==> config.mk <==
export PLATFORM = sky130hd
export DESIGN_NAME = uart_pkt_loader
export DESIGN_NICKNAME = d
export VERILOG_FILES = /design/src/rtl/uart_pkt_loader.sv
export SDC_FILE = /design/constraint.sdc
export NUM_CORES = 1
export LEC_CHECK = 0
export ABC_CLOCK_PERIOD_IN_PS = 7250
export CAP_MARGIN = 20
export CORE_MARGIN = 5
export CORE_UTILIZATION = 60
export DETAILED_ROUTE_END_ITERATION = 6
export PLACE_DENSITY = 0.84
export SLEW_MARGIN = 20
export SYNTH_ARGS = -nofsm -noshare
export SYNTH_HDL_FRONTEND = slang
export SYNTH_SLANG_ARGS = --single-unit
==> constraint.sdc <==
create_clock -name clk -period 7.25 [get_ports clk]
set_clock_uncertainty 0.2 [all_clocks]
set_input_delay 1.45 -clock clk [delete_from_list [all_inputs] [get_ports clk]]
set_output_delay 1.45 -clock clk [all_outputs]
set_load 0.01 [all_outputs]
==> src/rtl/uart_pkt_loader.sv <==
// uart_pkt_loader
//
// Turns the UART receive byte stream into framed, checksummed write packets
// for a 16-entry byte register file, then answers each packet with a single
// ACK or NAK byte through the UART transmitter.
//
// Packet: SYNC, HDR, payload[0..N-1], CSUM
//   HDR[7:4] = start address A, HDR[3:0] = N-1 (N = 1..16)
//   CSUM     = HDR ^ payload[0] ^ ... ^ payload[N-1]
// The payload is staged and only written to the register file once the
// checksum has matched, so a bad packet never touches the register file.
//
// Optional build macro: UART_PKT_LOADER_TIMEOUT_EN
//   When defined, a packet that stalls for TIMEOUT_CYCLES clocks between
//   bytes is abandoned and answered with NAK. When undefined the loader
//   waits indefinitely mid-packet.
//
// Ports:
//   clk, rst_n            clock, asynchronous active-low reset
//   rx_rdy, rx_data       UART receive byte available / byte value
//   rx_rdy_clr            one-cycle pulse consuming the received byte
//   tx_busy               UART transmitter busy
//   tx_din, tx_wr_en      response byte and one-cycle transmit strobe
//   mem_we, mem_addr,
//   mem_wdata             register-file write port
//   busy                  high whenever the loader is not in IDLE
//   ok_cnt, err_cnt       wrapping counts of good and bad/aborted packets

module uart_pkt_loader #(
  parameter logic [7:0]  SYNC_BYTE      = 8'hA5,
  parameter logic [7:0]  ACK_BYTE       = 8'h06,
  parameter logic [7:0]  NAK_BYTE       = 8'h15,
  parameter logic [15:0] TIMEOUT_CYCLES = 16'd50000
) (
  input  logic       clk,
  input  logic       rst_n,
  input  logic       rx_rdy,
  input  logic [7:0] rx_data,
  output logic       rx_rdy_clr,
  input  logic       tx_busy,
  output logic [7:0] tx_din,
  output logic       tx_wr_en,
  output logic       mem_we,
  output logic [3:0] mem_addr,
  output logic [7:0] mem_wdata,
  output logic       busy,
  output logic [7:0] ok_cnt,
  output logic [7:0] err_cnt
);

  typedef enum logic [2:0] {
    IDLE    = 3'd0,
    HDR     = 3'd1,
    PAYLOAD = 3'd2,
    CSUM    = 3'd3,
    COMMIT  = 3'd4,
    RESP    = 3'd5
  } state_t;

  state_t      state_reg, state_next;

  logic [3:0]  addr_reg;       // start address A
  logic [3:0]  last_reg;       // N-1
  logic [3:0]  idx_reg;        // payload index while receiving, write index j in COMMIT
  logic [7:0]  csum_reg;       // running checksum
  logic [7:0]  ok_cnt_reg;
  logic [7:0]  err_cnt_reg;
  logic [7:0]  tx_din_reg;
  logic        rx_rdy_clr_reg;

  logic [7:0]  stage [16];     // payload staging buffer, no reset needed

  logic        take;           // a byte is consumed this cycle
  logic        in_pkt;         // mid-packet receive states
  logic        ack_now;
  logic        nak_now;
  logic        tmo_hit;

  // A byte is only taken when the previous clear pulse is not in flight,
  // which limits consumption to one byte every two cycles.
  assign in_pkt = (state_reg == HDR) || (state_reg == PAYLOAD) || (state_reg == CSUM);
  assign take   = rx_rdy && !rx_rdy_clr_reg && ((state_reg == IDLE) || in_pkt);

`ifdef UART_PKT_LOADER_TIMEOUT_EN
  logic [15:0] tmo_reg;

  // Counts idle cycles between bytes of a packet; idle outside the packet.
  always_ff @(posedge clk or negedge rst_n) begin
    if (!rst_n) begin
      tmo_reg <= 16'd0;
    end else if (in_pkt && !take) begin
      tmo_reg <= tmo_reg + 16'd1;
    end else begin
      tmo_reg <= 16'd0;
    end
  end

  // A byte arriving on the expiry cycle still wins over the abort.
  assign tmo_hit = in_pkt && !take && (tmo_reg == TIMEOUT_CYCLES);
`else
  // Timeout parameter stays in the interface so both builds instantiate
  // identically; without the feature it has no effect.
  assign tmo_hit = 1'b0 & (TIMEOUT_CYCLES == 16'd0);
`endif

  // State register
  always_ff @(posedge clk or negedge rst_n) begin
    if (!rst_n) begin
      state_reg <= IDLE;
    end else begin
      state_reg <= state_next;
    end
  end

  // Next state and combinational outputs
  always_comb begin
    state_next = state_reg;
    ack_now    = 1'b0;
    nak_now    = 1'b0;
    mem_we     = 1'b0;
    mem_addr   = 4'd0;
    mem_wdata  = 8'd0;
    tx_wr_en   = 1'b0;

    case (state_reg)
      IDLE: begin
        if (take && (rx_data == SYNC_BYTE)) begin
          state_next = HDR;
        end
      end
      HDR: begin
        if (take) begin
          state_next = PAYLOAD;
        end else if (tmo_hit) begin
          nak_now    = 1'b1;
          state_next = RESP;
        end
      end
      PAYLOAD: begin
        if (take) begin
          if (idx_reg == last_reg) begin
            state_next = CSUM;
          end
        end else if (tmo_hit) begin
          nak_now    = 1'b1;
          state_next = RESP;
        end
      end
      CSUM: begin
        if (take) begin
          if (rx_data == csum_reg) begin
            state_next = COMMIT;
          end else begin
            nak_now    = 1'b1;
            state_next = RESP;
          end
        end else if (tmo_hit) begin
          nak_now    = 1'b1;
          state_next = RESP;
        end
      end
      COMMIT: begin
        mem_we    = 1'b1;
        mem_addr  = addr_reg + idx_reg;  // 4-bit add wraps modulo 16
        mem_wdata = stage[idx_reg];
        if (idx_reg == last_reg) begin
          ack_now    = 1'b1;
          state_next = RESP;
        end
      end
      RESP: begin
        if (!tx_busy) begin
          tx_wr_en   = 1'b1;
          state_next = IDLE;
        end
      end
      default: begin
        state_next = IDLE;
      end
    endcase
  end

  // Datapath registers
  always_ff @(posedge clk or negedge rst_n) begin
    if (!rst_n) begin
      addr_reg       <= 4'd0;
      last_reg       <= 4'd0;
      idx_reg        <= 4'd0;
      csum_reg       <= 8'd0;
      ok_cnt_reg     <= 8'd0;
      err_cnt_reg    <= 8'd0;
      tx_din_reg     <= 8'd0;
      rx_rdy_clr_reg <= 1'b0;
    end else begin
      rx_rdy_clr_reg <= take;

      if (take) begin
        case (state_reg)
          HDR: begin
            addr_reg <= rx_data[7:4];
            last_reg <= rx_data[3:0];
            csum_reg <= rx_data;
            idx_reg  <= 4'd0;
          end
          PAYLOAD: begin
            csum_reg <= csum_reg ^ rx_data;
            idx_reg  <= idx_reg + 4'd1;
          end
          CSUM: begin
            idx_reg <= 4'd0;  // restart as the commit write index
          end
          default: begin
          end
        endcase
      end

      if ((state_reg == COMMIT) && (idx_reg != last_reg)) begin
        idx_reg <= idx_reg + 4'd1;
      end

      // Response byte is loaded on entry to RESP and then held.
      if (ack_now) begin
        ok_cnt_reg <= ok_cnt_reg + 8'd1;
        tx_din_reg <= ACK_BYTE;
      end
      if (nak_now) begin
        err_cnt_reg <= err_cnt_reg + 8'd1;
        tx_din_reg  <= NAK_BYTE;
      end
    end
  end

  // Staging buffer write
  always_ff @(posedge clk) begin
    if (take && (state_reg == PAYLOAD)) begin
      stage[idx_reg] <= rx_data;
    end
  end

  assign rx_rdy_clr = rx_rdy_clr_reg;
  assign tx_din     = tx_din_reg;
  assign busy       = (state_reg != IDLE);
  assign ok_cnt     = ok_cnt_reg;
  assign err_cnt    = err_cnt_reg;

endmodule

Word level (Yosys, flattened, before mapping). Memories as Yosys holds them, arrays and structs flattened. Cells that the tools add are included.

Bits in writable memories: 128. Register bits after elaboration: 48. Input bits: 12. Memories kept: 1. Logic and storage cells: 78.

Mux-type cells: 27. Eq/ne operators: 16. Bitwise logic cells: 1. $add $sub $neg: 4. Reductions and logical operators: 20.

Memories: stage (words 16, bits a word 8, read ports 1, clocked after memory_dff 0, wr ports 1, line 71) `logic [7:0] stage [16];`.

Operators with widths (number): 2-to-1 mux 8 bit (3); 2-to-1 mux 3 bit (7); case mux 3 bit (6 select lines) (1); adder 8 x 1 -> 8 bit, second input constant (2); case mux 8 bit (2 select lines) (1); 2-to-1 mux 4 bit (3); 2-to-1 mux 1 bit (11); inequality test 2 bit, second input constant (5); equality test 8 bit (1); equality test 8 bit, second input constant (1); case mux 4 bit (2 select lines) (1); bitwise XOR 8 bit (1); AND reduction 7 bit (1); equality test 3 x 2 -> 1 bit, second input constant (2); equality test 3 bit, second input constant (2); AND reduction 2 bit (3); nonzero test 2 bit (3); nonzero test 3 bit (2); logical AND 1 bit (5); adder 4 x 1 -> 4 bit, second input constant (1); adder 4 bit (1); equality test 4 bit (1); inequality test 2 x 1 -> 1 bit, second input constant (2); inequality test 4 bit (1); other kinds (5) (7).

Depth between registers and ports, before layout. Gate-level depths: netlist of run 1.

Depth after elaboration: 8. Depth in mapped cells: 7. Gate-level depth less buffers: 6.

Worst setup path after synthesis of run 1. Ideal clock, no wire load.

Path kind: input-to-output. From: in tx_busy. To: out tx_wr_en. Slack: 3712 ps. Arrival time: 1888 ps. Path buffers: 0. Stages: 1. Data required time: 5600 ps. Cells stage by stage: nor4b_1.

Word-level cells in the longest chain between the ends: 2.

RTL lines: from (decl) (line 40) `input logic tx_busy,`; 2-to-1 mux 1 bit (line 172) `if (!tx_busy) begin`; 2-to-1 mux 1 bit (line 125) `case (state_reg)`; to (decl) (line 42) `output logic tx_wr_en,`.

No other way between the ends.

Worst setup path after layout of run 1.
From: reg idx_reg[0]. To: out mem_wdata[3].

Word-level cells in the longest chain between the ends: 2.

RTL lines: from (decl) (line 64) `logic [3:0] idx_reg;`; from (signal assigned) (line 207) `idx_reg <= idx_reg + 4'd1;`; from (signal assigned) (line 218) `idx_reg <= idx_reg + 4'd1;`; memory read (16 x 8 bit); 2-to-1 mux 8 bit (line 125); to (decl) (line 45) `output logic [7:0] mem_wdata,`.

No other way between the ends.

==> results of run 1 <==
layout make-up:
cell class / instances / area (µm²) / share of cell area (%)
tap: 147 / 184 / 2.14
timing repair buffer: 56 / 533 / 6.21
inverter: 10 / 37.5 / 0.437
sequential: 171 / 4920 / 57.3
clock inverter: 14 / 193 / 2.24
clock buffer: 18 / 429 / 5.00
multi-input combinational: 252 / 2290 / 26.6
placed cells by master (no fill, tap or decap), types with 3 or more instances in the layout:
cell type,Yosys,final
a211oi_1,4,4
a21oi_1,30,30
a22oi_1,16,16
and2_1,6,6
buf_4,5,9
bufinv_16,0,4
clkbuf_16,0,17
clkdlybuf4s50_1,0,46
clkinvlp_4,0,4
conb_1,1,4
dfrtp_1,43,42
edfxtp_1,128,128
ha_1,9,9
inv_1,10,10
inv_6,0,3
mux2_2,11,11
mux4_2,32,32
nand2_1,15,15
nand3_1,16,16
nand4_1,3,3
nor2_1,19,19
nor2b_1,4,4
nor3_2,0,4
nor4_2,4,4
o21ai_0,11,11
or3_1,3,3
xnor2_1,4,4
xor2_1,27,27
final timing paths:
path	startpoint	to	slack (ns)	cells past startpoint
min in group asynchronous	rst_n	ok_cnt[5]$_DFFE_PN0P_	0.97	1
min	err_cnt[7]$_DFFE_PN0P_	err_cnt[7]$_DFFE_PN0P_	0.28	1
max	idx_reg[0]$_DFFE_PN0P_	mem_wdata[3]	2.68	5
max in group asynchronous	rst_n	idx_reg[0]$_DFFE_PN0P_	5.21	1
max reg2reg	state_reg[2]$_DFFE_PN0P_	stage[8][1]$_DFFE_PP_	4.19	4
min reg2reg	err_cnt[7]$_DFFE_PN0P_	err_cnt[7]$_DFFE_PN0P_	0.28	1
power breakdown:
group	internal (mW)	switching, mW	leakage (nW)
combinational	0.372	0.402	1.07
sequential	1.15	0.102	1.69
clock	0.577	0.366	0.289
kinds of logic (layout without fill, tap and decap cells):
kind of cell,after synthesis,in the layout,share of synthesized area [%]
flip-flops,171,171,66.8
AND/OR/NAND/NOR,91,91,7.29
AO/OA/AOI/OAI,70,70,5.91
multiplexers,45,45,11.7
buffers and inverters,37,98,2.53
XOR/XNOR,31,31,3.69
adder cells (fa/ha/maj),11,11,1.95
other,1,4,0.0509
stage by stage:
stage | util, % | worst slack (ns) | std cells | power, mW
final | 71.5 | 2.68 | 668 | 2.97
after global routing | 71.5 | 2.52 | 668 | 3.12
after CTS | 71.5 | 2.62 | 668 | 2.99
after detailed placement | 66.3 | 2.84 | 636 | 2.04
after global placement | 66.1 | 2.85 | 636 | 2.01
after floorplan | - | 3.71 | 460 | 1.82
cell usage after synthesis (2+ instances only):
cell type  count  area (µm²)
o21ai_0       11        55.1
ha_1           9         113
nor4_4         2        42.5
clkbuf_1      11        41.3
xor2_1        27         236
buf_2          5        25.0
a22oi_1       16         120
a211oi_1       4        30.0
nor2_1        19        71.3
a21o_1         2        15.0
or2_2          2        12.5
a21oi_1       30         150
nand3_1       16        80.1
buf_1          3        11.3
and2_1         6        37.5
nand2_1       15        56.3
a2111oi_0      2        17.5
dfrtp_1       43        1080
or3_1          3        18.8
buf_4          5        37.5
inv_1         10        37.5
edfxtp_1     128        3840
nand4_1        3        18.8
nor4b_1        2        17.5
nor2b_1        4        25.0
nor4_2         4        50.1
mux2i_1        2        20.0
xnor2_1        4        35.0
mux2_2        11         124
nor3_1         6        30.0
mux4_2        32         721
buf_6          3        33.8
nand2b_1       2        12.5
critical path: cells and delay by family, from the launching register on:
family / cells / cell delay, ns
AOI/OAI and AO/OA: 2 / 0.44
DFF: 1 / 0.37
muxes: 1 / 0.60
buffers and inverters: 2 / 1.06
routing by layer:
metal	track usage (%)	vias up	share of wire, %
met5	0	-	0
met4	8.36	0	2.0
met3	5.00	23	6.9
li1	-	1863	-
met2	36.5	179	51
met1	29.6	2104	40
==> impl_results.md, run 1 <==
* Result of the run: finished clean
* Number of fillers in the final layout at between 700 and 800
* Cells after Synth at ~460
* Total core area at approximately 12,000 µm²
* CP Max Fanout at 38
* DRC violation total after the first TritonRoute iteration at 400
* Area growth syn-to-layout at 16.6%
* Average wire length per cell after detail routing at ~23 µm
* Avg Synthesized Cell Area at about 16 µm²
* RSZ-0062 raised after global routing: false
* Post-Synthesis Cell Area at approximately 7400 µm²
* Detail-routed via count per cell at roughly 6.2
* Required time of the critical path at 5.60 ns
* Via count at ~4,200
* Final global-route overflow total at 0
* Antenna cell count at 0
* Top reg by flops: stage
* VDD IR-drop max at around 0.00026 V
* Final worst hold slack at roughly 0.28 ns
* Number of flip-flops in the largest register at ~130
* Leakage power at between 3 and 4 nW
* Number of gates resized after CTS at 0
* Cell area after placement at roughly 8000 µm²
* Initial Util at a little over 60%
* Final non-filler cell area at 8580 µm²
* Critical Path AT at ~3 ns
* Overall fraction of global-route tracks in use at between 20 and 25%
* Clock latency on the worst-skew pair at 0.43 ns
* CP max stage cell: mux4_2
* Number of nets at the end of the flow at 530
* Achievable frequency at around 220 MHz
* Wire length of the first global-routing pass at approximately 24,000 µm
* CTS root buffer: clkbuf_16
* Time the final worst path needs with I/O delays and setup at ~4.6 ns
* Share of cells above drive strength 1 at between 10% and 20%
* Clock buffers created by TritonCTS at 17
* Final-report setup violation count at 0
* Dominant register cell in the synthesized netlist: edfxtp_1
* Final critical-path share of the clock period at 63.0%
* CP max stage delay at around 0.60 ns
* HPWL after detailed placement at 9300 µm
* Count of final hold-check violations at 0
* Vias in the first global route at approximately 4,400
* Routability congestion estimate at between 0.7 and 0.8
* Post-CTS setup buffer count at 0
* Class of the most critical hold timing path: reg -> reg
* Number of warnings issued by yosys at 0
* Number of register bits inferred by synthesis at 171
* Hold-fix buffers at CTS at 0
* Number of buffers inserted by port buffering at 47
* Worst setup SP type: flip-flop
* Pwr dens at about 350 nW/µm²
* Part of the Yosys area used for sequential elements at 66.8%
* Die span in x at about 120 µm
* Number of routed nets with antenna violations at 0
* Share of flip-flops with an asynchronous set or reset after synthesis at between 20% and 30%
* Length of the first detailed-routing pass in iterations at 6
* Type of the setup path with the least slack: reg -> out
* CTS HTree Levels at 4
* Max-Slew Margin vs Limit at a little over a third
* Clk slew on worst S/H paths at 0.06 ns
* Post-Route WL at around 15,000 µm
* Maximum capacitance violations at 0
* Maximum number of pins on one net before global-route repair at 44
* Actual slew at the worst max-slew pin at just under 1 ns
* Count of pins over their slew limit at 0
* Number of synthesized flops with an enable pin at roughly 130
* TritonCTS clock tree: done
* Detailed-route DRC error count at 0
* Type of element capturing the critical path: primary output
* Total number of clock tree sinks at ~170
* Clock Path Buffers at 2
* Initial antenna violation count at 0
* Number of core rows at 40
* Critical Path, Cell by Cell: buf_4 -> mux4_2 -> a22oi_1 -> a21oi_1 -> clkdlybuf4s50_1
* Die area at between 10,000 and 15,000 µm²
* Final total negative setup slack at 0 ns
* Number of different library cells in the post-synthesis netlist at 48
* Y dimension of the die at roughly 120 µm
* Top-level I/O count at between 50 and 60
Note: power is estimated with default switching activity, not from simulation.
==> run 2: changes to the inputs <==
--- a/config.mk
+++ b/config.mk
@@ -5,12 +5,12 @@
 export SDC_FILE = /design/constraint.sdc
 export NUM_CORES = 1
 export LEC_CHECK = 0
-export ABC_CLOCK_PERIOD_IN_PS = 7250
+export ABC_CLOCK_PERIOD_IN_PS = 4600
 export CAP_MARGIN = 20
 export CORE_MARGIN = 5
-export CORE_UTILIZATION = 60
+export CORE_UTILIZATION = 58
 export DETAILED_ROUTE_END_ITERATION = 6
-export PLACE_DENSITY = 0.84
+export PLACE_DENSITY = 0.82
 export SLEW_MARGIN = 20
 export SYNTH_ARGS = -nofsm -noshare
 export SYNTH_HDL_FRONTEND = slang
==> constraint.sdc (replaced) <==
create_clock -name clk -period 4.6 [get_ports clk]
set_clock_uncertainty 0.2 [all_clocks]
set_input_delay 0.92 -clock clk [delete_from_list [all_inputs] [get_ports clk]]
set_output_delay 0.92 -clock clk [all_outputs]
set_load 0.01 [all_outputs]
==> run 2 against run 1 <==
  * Sequential cell count stayed put
  * Core utilization is 2.6 points lower
  * Global-route usage is 0.36 points higher
  * First-iteration DRC count is 5.3% lower
  * Clock-buffer cell count is 1 lower
  * Critical endpoint unchanged
==> impl_results.md, run 2 (same netlist as run 1, synthesis figures left out) <==
* Die area at 15,000 µm² (+3.2%)
* Time the final worst path needs with I/O delays and setup at about 4.1 ns
* Leakage power at 3.06 nW (+0.25%)
* Critical Path, Cell by Cell: nor2b_1 -> a22oi_1 -> a21oi_1 -> clkdlybuf4s50_1
* Total core area at 12,500 µm² (+4.2%)
* Length of the first detailed-routing pass in iterations at 5 (-1)
* Hold-fix buffers at CTS at 0 (unchanged)
* TritonCTS clock tree: done
* Initial antenna violation count at 0 (unchanged)
* Final total negative setup slack at 0 ns (unchanged)
* Actual slew at the worst max-slew pin at 0.969 ns (+0.00326 ns)
* Commonest non-fill, non-tap cells in the layout: edfxtp_1, clkdlybuf4s50_1, dfrtp_1, mux4_2, a21oi_1
* Required time of the critical path at 3.48 ns (-2.12 ns)
* CP max stage cell: dfrtp_1
* Post-CTS setup buffer count at 0 (unchanged)
* Share of cells above drive strength 1 at 19.7% (+0.73 points)
* Number of fillers in the final layout at 844 (+8.6%)
* Maximum number of pins on one net before global-route repair at 44 (unchanged)
* Type of the setup path with the least slack: reg -> out
* Number of flip-flops in the largest register at 128 (unchanged)
* Met3 usage in global routing at 5.71% (+0.71 points)
* Max-Slew Margin vs Limit at 35.2% (-0.46 points)
* Detail-routed via count per cell at 6.07 (-2.8%)
* Average wire length per cell after detail routing at 22.3 µm (-1.9%)
* VDD IR-drop max at 0.000324 V (+24%)
* Minimum setup slack after placement at 1.03 ns (-1.82 ns)
* Detailed-route DRC error count at 0 (unchanged)
* Maximum capacitance violations at 0 (unchanged)
* Top reg by flops: stage
* Final core utilization at 68.9% (-2.6 points)
* Total number of clock tree sinks at 171 (unchanged)
* Worst setup SP type: flip-flop
* Die span in x at 123 µm (+1.6%)
* Final global-route overflow total at 0 (unchanged)
* Vias in the first global route at 4,514 (+3.3%)
* CP max stage delay at 0.70 ns (+0.10 ns)
* Clock latency on the worst-skew pair at 0.43 ns (about the same)
* Number of gates resized after CTS at 0 (unchanged)
* Clock buffers created by TritonCTS at 17 (unchanged)
* Largest delay contributor family on the critical path: flip-flops
* Post-Route WL at 15,600 µm (+2.7%)
* Routability congestion estimate at 0.781 (+0.85%)
* Via count at 4,241 (+1.7%)
* Number of nets at the end of the flow at 536 (+1.1%)
* Grt peak-use layer: met2
* Count of pins over their slew limit at 0 (unchanged)
* DRC violation total after the first TritonRoute iteration at 379 (-5.3%)
* Crit path setup slack, layout at 0.544 ns (-2.14 ns)
* Top-level I/O count at 52 (unchanged)
* Number of buffers inserted by port buffering at 47 (unchanged)
* Critical Path AT at 2.94 ns (+0.02 ns)
* CP Max Fanout at 15 (-61%)
* Footprint of the multi-input gates at 2270 µm² (-0.88%)
* Initial Util at 58.8% (-2.5 points)
* Class of the most critical hold timing path: reg -> reg
* Achievable frequency at ~250 MHz
* Area growth syn-to-layout at 17.1%
* Clock Path Buffers at 2 (unchanged)
* Count of buffer and inverter cells on the critical path at 1 (-1)
* Antenna cell count at 0 (unchanged)
* Global Route met2 Usage at 35.4% (-1.1 points)
* Final critical-path share of the clock period at 88.2%
* Commonest non-fill, non-tap cell in the layout: edfxtp_1
* CTS HTree Levels at 4 (unchanged)
* Met1 Track Usage GR at 29.9% (+0.29 points)
* Y dimension of the die at 123 µm (+1.6%)
* CTS root buffer: clkbuf_16
* Type of element capturing the critical path: primary output
* Number of core rows at 41 (+2.5%)
* Storage cell area at 4920 µm² (unchanged)
* Result of the run: finished clean
* Overall fraction of global-route tracks in use at 22.7% (+0.36 points)
* RSZ-0062 raised after global routing: false
* HPWL after detailed placement at 9880 µm (+6.2%)
* Final-report setup violation count at 0 (unchanged)
* Pwr dens at 533 nW/µm² (+54%)
* Number of routed nets with antenna violations at 0 (unchanged)
* Clk slew on worst S/H paths at 0.06 ns (about the same)
* Count of final hold-check violations at 0 (unchanged)
* Wire length of the first global-routing pass at 24,800 µm (+3.6%)
-- run 2: worst paths after layout --
| kind | start | endpoint | slack (ns) | cells after the start |
|---|---|---|---|---|
| max reg2reg | state_reg[2]$_DFFE_PN0P_ | stage[11][7]$_DFFE_PP_ | 1.52 | 4 |
| min reg2reg | ok_cnt[7]$_DFFE_PN0P_ | ok_cnt[7]$_DFFE_PN0P_ | 0.27 | 1 |
| max in group asynchronous | rst_n | idx_reg[0]$_DFFE_PN0P_ | 3.10 | 1 |
| min in group asynchronous | rst_n | ok_cnt[1]$_DFFE_PN0P_ | 0.44 | 1 |
| max | idx_reg[3]$_DFFE_PN0P_ | mem_wdata[3] | 0.54 | 4 |
| min | ok_cnt[7]$_DFFE_PN0P_ | ok_cnt[7]$_DFFE_PN0P_ | 0.27 | 1 |
-- run 2: where the power goes --
group,switching [mW],internal [mW]
clock network,0.587,0.796
registers,0.201,1.81
logic,0.590,0.609
total,1.38,3.21
-- run 2: per-layer routing --
layer,share of wire [%],up-vias
li1,-,1870
met1,40,2139
met2,49,188
met3,6.7,44
met4,4.1,0
met5,0,-
-- run 2: area by class of cell --
type / instances / area share [%]
tap: 172 / 2.50
sequential: 171 / 57.1
multi-input combinational: 252 / 26.3
inverter: 10 / 0.435
clock buffer: 17 / 4.94
clock inverter: 15 / 1.74
timing repair buffer: 62 / 7.00
-- run 2: per-stage QoR --
| stage | total power, mW | cells | area (µm²) | hold slack (ns) |
|---|---|---|---|---|
| finish | 4.59 | 699 | 8620 | 0.271 |
| global route | 4.83 | 699 | 8620 | 0.298 |
| CTS | 4.62 | 699 | 8620 | 0.274 |
| detailed placement | 3.24 | 667 | 8040 | 0.258 |
| global placement | 3.18 | 667 | 8040 | 0.257 |
| floorplan | 2.87 | 460 | 7370 | 0.277 |
==> run 3: changes to the inputs <==
--- a/config.mk
+++ b/config.mk
@@ -5,12 +5,14 @@
 export SDC_FILE = /design/constraint.sdc
 export NUM_CORES = 1
 export LEC_CHECK = 0
+export ABC_AREA = 1
 export ABC_CLOCK_PERIOD_IN_PS = 4600
 export CAP_MARGIN = 20
 export CORE_MARGIN = 5
-export CORE_UTILIZATION = 58
+export CORE_UTILIZATION = 59
 export DETAILED_ROUTE_END_ITERATION = 6
-export PLACE_DENSITY = 0.82
+export PLACE_DENSITY = 0.83
+export RECOVER_POWER = 50
 export SLEW_MARGIN = 20
 export SYNTH_ARGS = -nofsm -noshare
 export SYNTH_HDL_FRONTEND = slang
==> run 3 against run 2 <==
  * The flow now finishes with violations (max-capacitance violations, max-slew violations)
  * Sequential share of layout area fell by 0.91 points
  * Fmax rose by 0.65%
  * Via count rose by 30%
  * Critical path type unchanged
==> impl_results.md, run 3 <==
* Dominant register cell in the synthesized netlist: edfxtp_1
* Number of gates on the worst path with buffers counted at 7 (+3)
* Leakage power at 3.36 nW (+9.9%)
* Worst Reg2Reg Path Length in Cells at 6 (+2)
* Reg-to-Reg Start: state_reg[1]$_DFFE_PN0P_
* Type of element capturing the critical path: primary output
* Critical Path Source: idx_reg[0]$_DFFE_PN0P_
* CP max stage delay at 0.56 ns (-0.14 ns)
* Clk slew on worst S/H paths at 0.06 ns (about the same)
* Required time of the critical path at 3.48 ns (about the same)
* Top-level I/O count at 52 (unchanged)
* Clock latency on the worst-skew pair at 0.43 ns (about the same)
* Initial Util at 60.2% (+1.4 points)
* Maximum capacitance violations at 1 (+1)
* Count of buffer and inverter cells on the critical path at 3 (+2)
* Clock Path Buffers at 2 (unchanged)
* Number of gates resized after CTS at 0 (unchanged)
* Endpoint of the lowest-slack register-to-register path: stage[6][6]$_DFFE_PP_
* Critical Path, Cell by Cell: buf_4 -> ha_1 -> inv_1 -> fa_1 -> xor2_1 -> nor2_1 -> clkdlybuf4s50_1
* CP max stage cell: buf_4
* Number of flip-flops in the largest register at 128 (unchanged)
* Footprint of the multi-input gates at 2340 µm² (+3.4%)
* Number of warnings issued by yosys at 0 (unchanged)
* Commonest non-fill, non-tap cell in the layout: nand2_1
* Part of the Yosys area used for sequential elements at 64.5% (-2.3 points)
* Maximum number of pins on one net before global-route repair at 70 (+59%)
* Class of the most critical hold timing path: reg -> reg
* Failing checks: max-capacitance violations, max-slew violations
* Internal Pwr Total at 3.12 mW (-2.8%)
* Antenna cell count at 0 (unchanged)
* Commonest non-fill, non-tap cells in the layout: nand2_1, nor2_1, edfxtp_1, o21ai_0, inv_1
* Largest delay contributor family on the critical path: buffers and inverters
* Avg Synthesized Cell Area at 10.3 µm² (-36%)
* Post-CTS setup buffer count at 0 (unchanged)
* DRC violation total after the first TritonRoute iteration at 572 (+51%)
* Number of register bits inferred by synthesis at 171 (unchanged)
* PnR Total Power at 4.83 mW (+5.2%)
* HPWL after detailed placement at 10,800 µm (+9.0%)
* Cell area after placement at 8220 µm² (+2.2%)
* Final-report setup violation count at 0 (unchanged)
* TritonCTS clock tree: done
* Dominant cell by count in the synthesized netlist: nand2_1
* Length of the first detailed-routing pass in iterations at 5 (unchanged)
* Part of the total power dissipated in the clock network at 28.1% (-2.0 points)
* Type of the setup path with the least slack: reg -> out
* Die area at 15,300 µm² (+1.7%)
* Proportion of netlist area held by the largest area contributor at 50.4% (-1.8 points)
* Average wire length per cell after detail routing at 17.6 µm (-21%)
* Count of final hold-check violations at 0 (unchanged)
* Post-Route WL at 17,000 µm (+9.3%)
* Time the final worst path needs with I/O delays and setup at 4.03 ns (-0.0260 ns)
* Die span in x at 124 µm (+0.86%)
* Vias in the first global route at 5,377 (+19%)
* Number of fillers in the final layout at 909 (+7.7%)
* Number of nets at the end of the flow at 804 (+50%)
* CTS HTree Levels at 4 (unchanged)
* Routability congestion estimate at 0.814 (+4.3%)
* CTS root buffer: clkbuf_16
* Number of different library cells in the post-synthesis netlist at 33 (-31%)
* Power spent charging and discharging nets at 1.71 mW (+24%)
* Number of core rows at 41 (unchanged)
* Critical Path AT at 2.91 ns (-0.03 ns)
* Post-Synthesis Cell Area at 7630 µm² (+3.6%)
* Result of the run: complete, but fails checks
* Combinational share of power at 31.7% (+5.6 points)
* End point of the critical path: mem_addr[2]
* Switch share at 35.3% (+5.3 points)
* Sequential power share at 40.2% (-3.6 points)
* Max-Slew Margin vs Limit at -54.4% (-90 points)
* Detail-routed via count per cell at 5.69 (-6.3%)
* Hold-fix buffers at CTS at 0 (unchanged)
* Number of synthesized flops with an enable pin at 128 (unchanged)
* Final global-route overflow total at 0 (unchanged)
* Initial antenna violation count at 0 (unchanged)
* Register-to-register setup slack at 1.43 ns (-0.09 ns)
* Overall fraction of global-route tracks in use at 23.8% (+1.2 points)
* Dominant cells by area after synthesis: edfxtp_1, dfrtp_1, nand2_1, o21ai_0, nor2_1
* Number of routed nets with antenna violations at 0 (unchanged)
* Final non-filler cell area at 8760 µm² (+1.6%)
* Share of flip-flops with an asynchronous set or reset after synthesis at 25.1% (unchanged)
* Cells after Synth at 739 (+62%)
* Actual slew at the worst max-slew pin at 2.32 ns (+1.35 ns)
* Total number of clock tree sinks at 171 (unchanged)
* Clock buffers created by TritonCTS at 17 (unchanged)
* VDD IR-drop max at 0.000363 V (+12%)
* Total core area at 12,700 µm² (+1.2%)
* Pwr dens at 552 nW/µm² (+3.5%)
* Storage cell area at 4920 µm² (unchanged)
* Share of cells above drive strength 1 at 5.66% (-14 points)
* Largest area contributor in the netlist: edfxtp_1
* Via count at 5,498 (+30%)
* Wire length of the first global-routing pass at 27,300 µm (+10%)
* Number of buffers inserted by port buffering at 47 (unchanged)
* Most common library cells after synthesis: nand2_1, edfxtp_1, nor2_1
* Worst setup SP type: flip-flop
* Top reg by flops: stage
* Y dimension of the die at 124 µm (+0.86%)
* Detailed-route DRC error count at 0 (unchanged)
* RSZ-0062 raised after global routing: false
* CP Max Fanout at 69 (+54)
* Count of pins over their slew limit at 44 (+44)
* Final critical-path share of the clock period at 87.6% (-0.57 points)
* Area growth syn-to-layout at 14.8%
* Final total negative setup slack at 0 ns (unchanged)
* Achievable frequency at 248 MHz (+0.65%)
-- run 3: changes by cell type after synthesis, moves of 11 or more --
cell / before / now
a22oi_1: 16 / 0
o22ai_1: 0 / 24
nor2_1: 19 / 128
mux2_2: 11 / 0
o21ai_0: 11 / 98
xor2_1: 27 / 11
a21oi_1: 30 / 2
mux4_2: 32 / 0
nand2_1: 15 / 152
inv_1: 10 / 44
-- run 3: worst min path at each step --
stage | start | end | slack (ns) | cells past startpoint
after global routing | tx_din[2]$_DFFE_PN0P_ | tx_din[2]$_DFFE_PN0P_ | 0.29 | 1
after global placement | tx_din[2]$_DFFE_PN0P_ | tx_din[2]$_DFFE_PN0P_ | 0.26 | 1
after detailed placement | tx_din[2]$_DFFE_PN0P_ | tx_din[2]$_DFFE_PN0P_ | 0.26 | 1
final | tx_din[2]$_DFFE_PN0P_ | tx_din[2]$_DFFE_PN0P_ | 0.28 | 1
after CTS | tx_din[2]$_DFFE_PN0P_ | tx_din[2]$_DFFE_PN0P_ | 0.28 | 1
after floorplan | addr_reg[0]$_DFFE_PN0P_ | addr_reg[0]$_DFFE_PN0P_ | 0.26 | 2
-- run 3: area by class of cell --
cell class                 instances  area share (%)
clock buffer                      22            5.41
clock inverter                    10            1.03
inverter                          50            2.14
multi-input combinational        486            26.8
sequential                       171            56.2
tap                              172            2.46
timing repair buffer              56            6.00
-- run 3: per-stage QoR --
step	std cells	util [%]	setup WS (ns)	hold WS [ns]
after floorplan	742	-	1.94	0.259
after global placement	935	64.9	1.06	0.260
after detailed placement	935	64.9	1.03	0.256
after CTS	967	69.4	0.578	0.281
after global routing	967	69.1	0.428	0.289
final	967	69.1	0.570	0.277
-- run 3: logic make-up (layout without fill, tap and decap cells) --
group                      after synthesis  count (layout)  synth area share [%]
adders and majority gates               10              10                  1.74
and+or+nand+nor                        315             315                  16.6
AOI/OAI and AO/OA                      139             139                  10.3
buffers and inverters                   85             138                  4.80
xor gates and xnor gates                18              18                  2.07
other                                    1               4                0.0491
DFF                                    171             171                  64.5
-- run 3: power groups by stage --
stage	Sequential [mW]	Clock [mW]	Combinational (mW)
floorplan	1.95	0	1.06
global placement	1.95	0	1.46
detailed placement	1.97	0	1.51
CTS	1.94	1.37	1.53
global route	1.96	1.44	1.71
finish	1.94	1.36	1.53
-- run 3: metal layers --
layer	part of all wire [%]	track usage (%)	up-vias	wire length, µm
li1	-	-	2575	-
met1	42	32.6	2642	7110
met2	48	37.3	246	8230
met3	7.7	5.04	35	1310
met4	2.3	10.3	0	390
met5	0	0	-	0
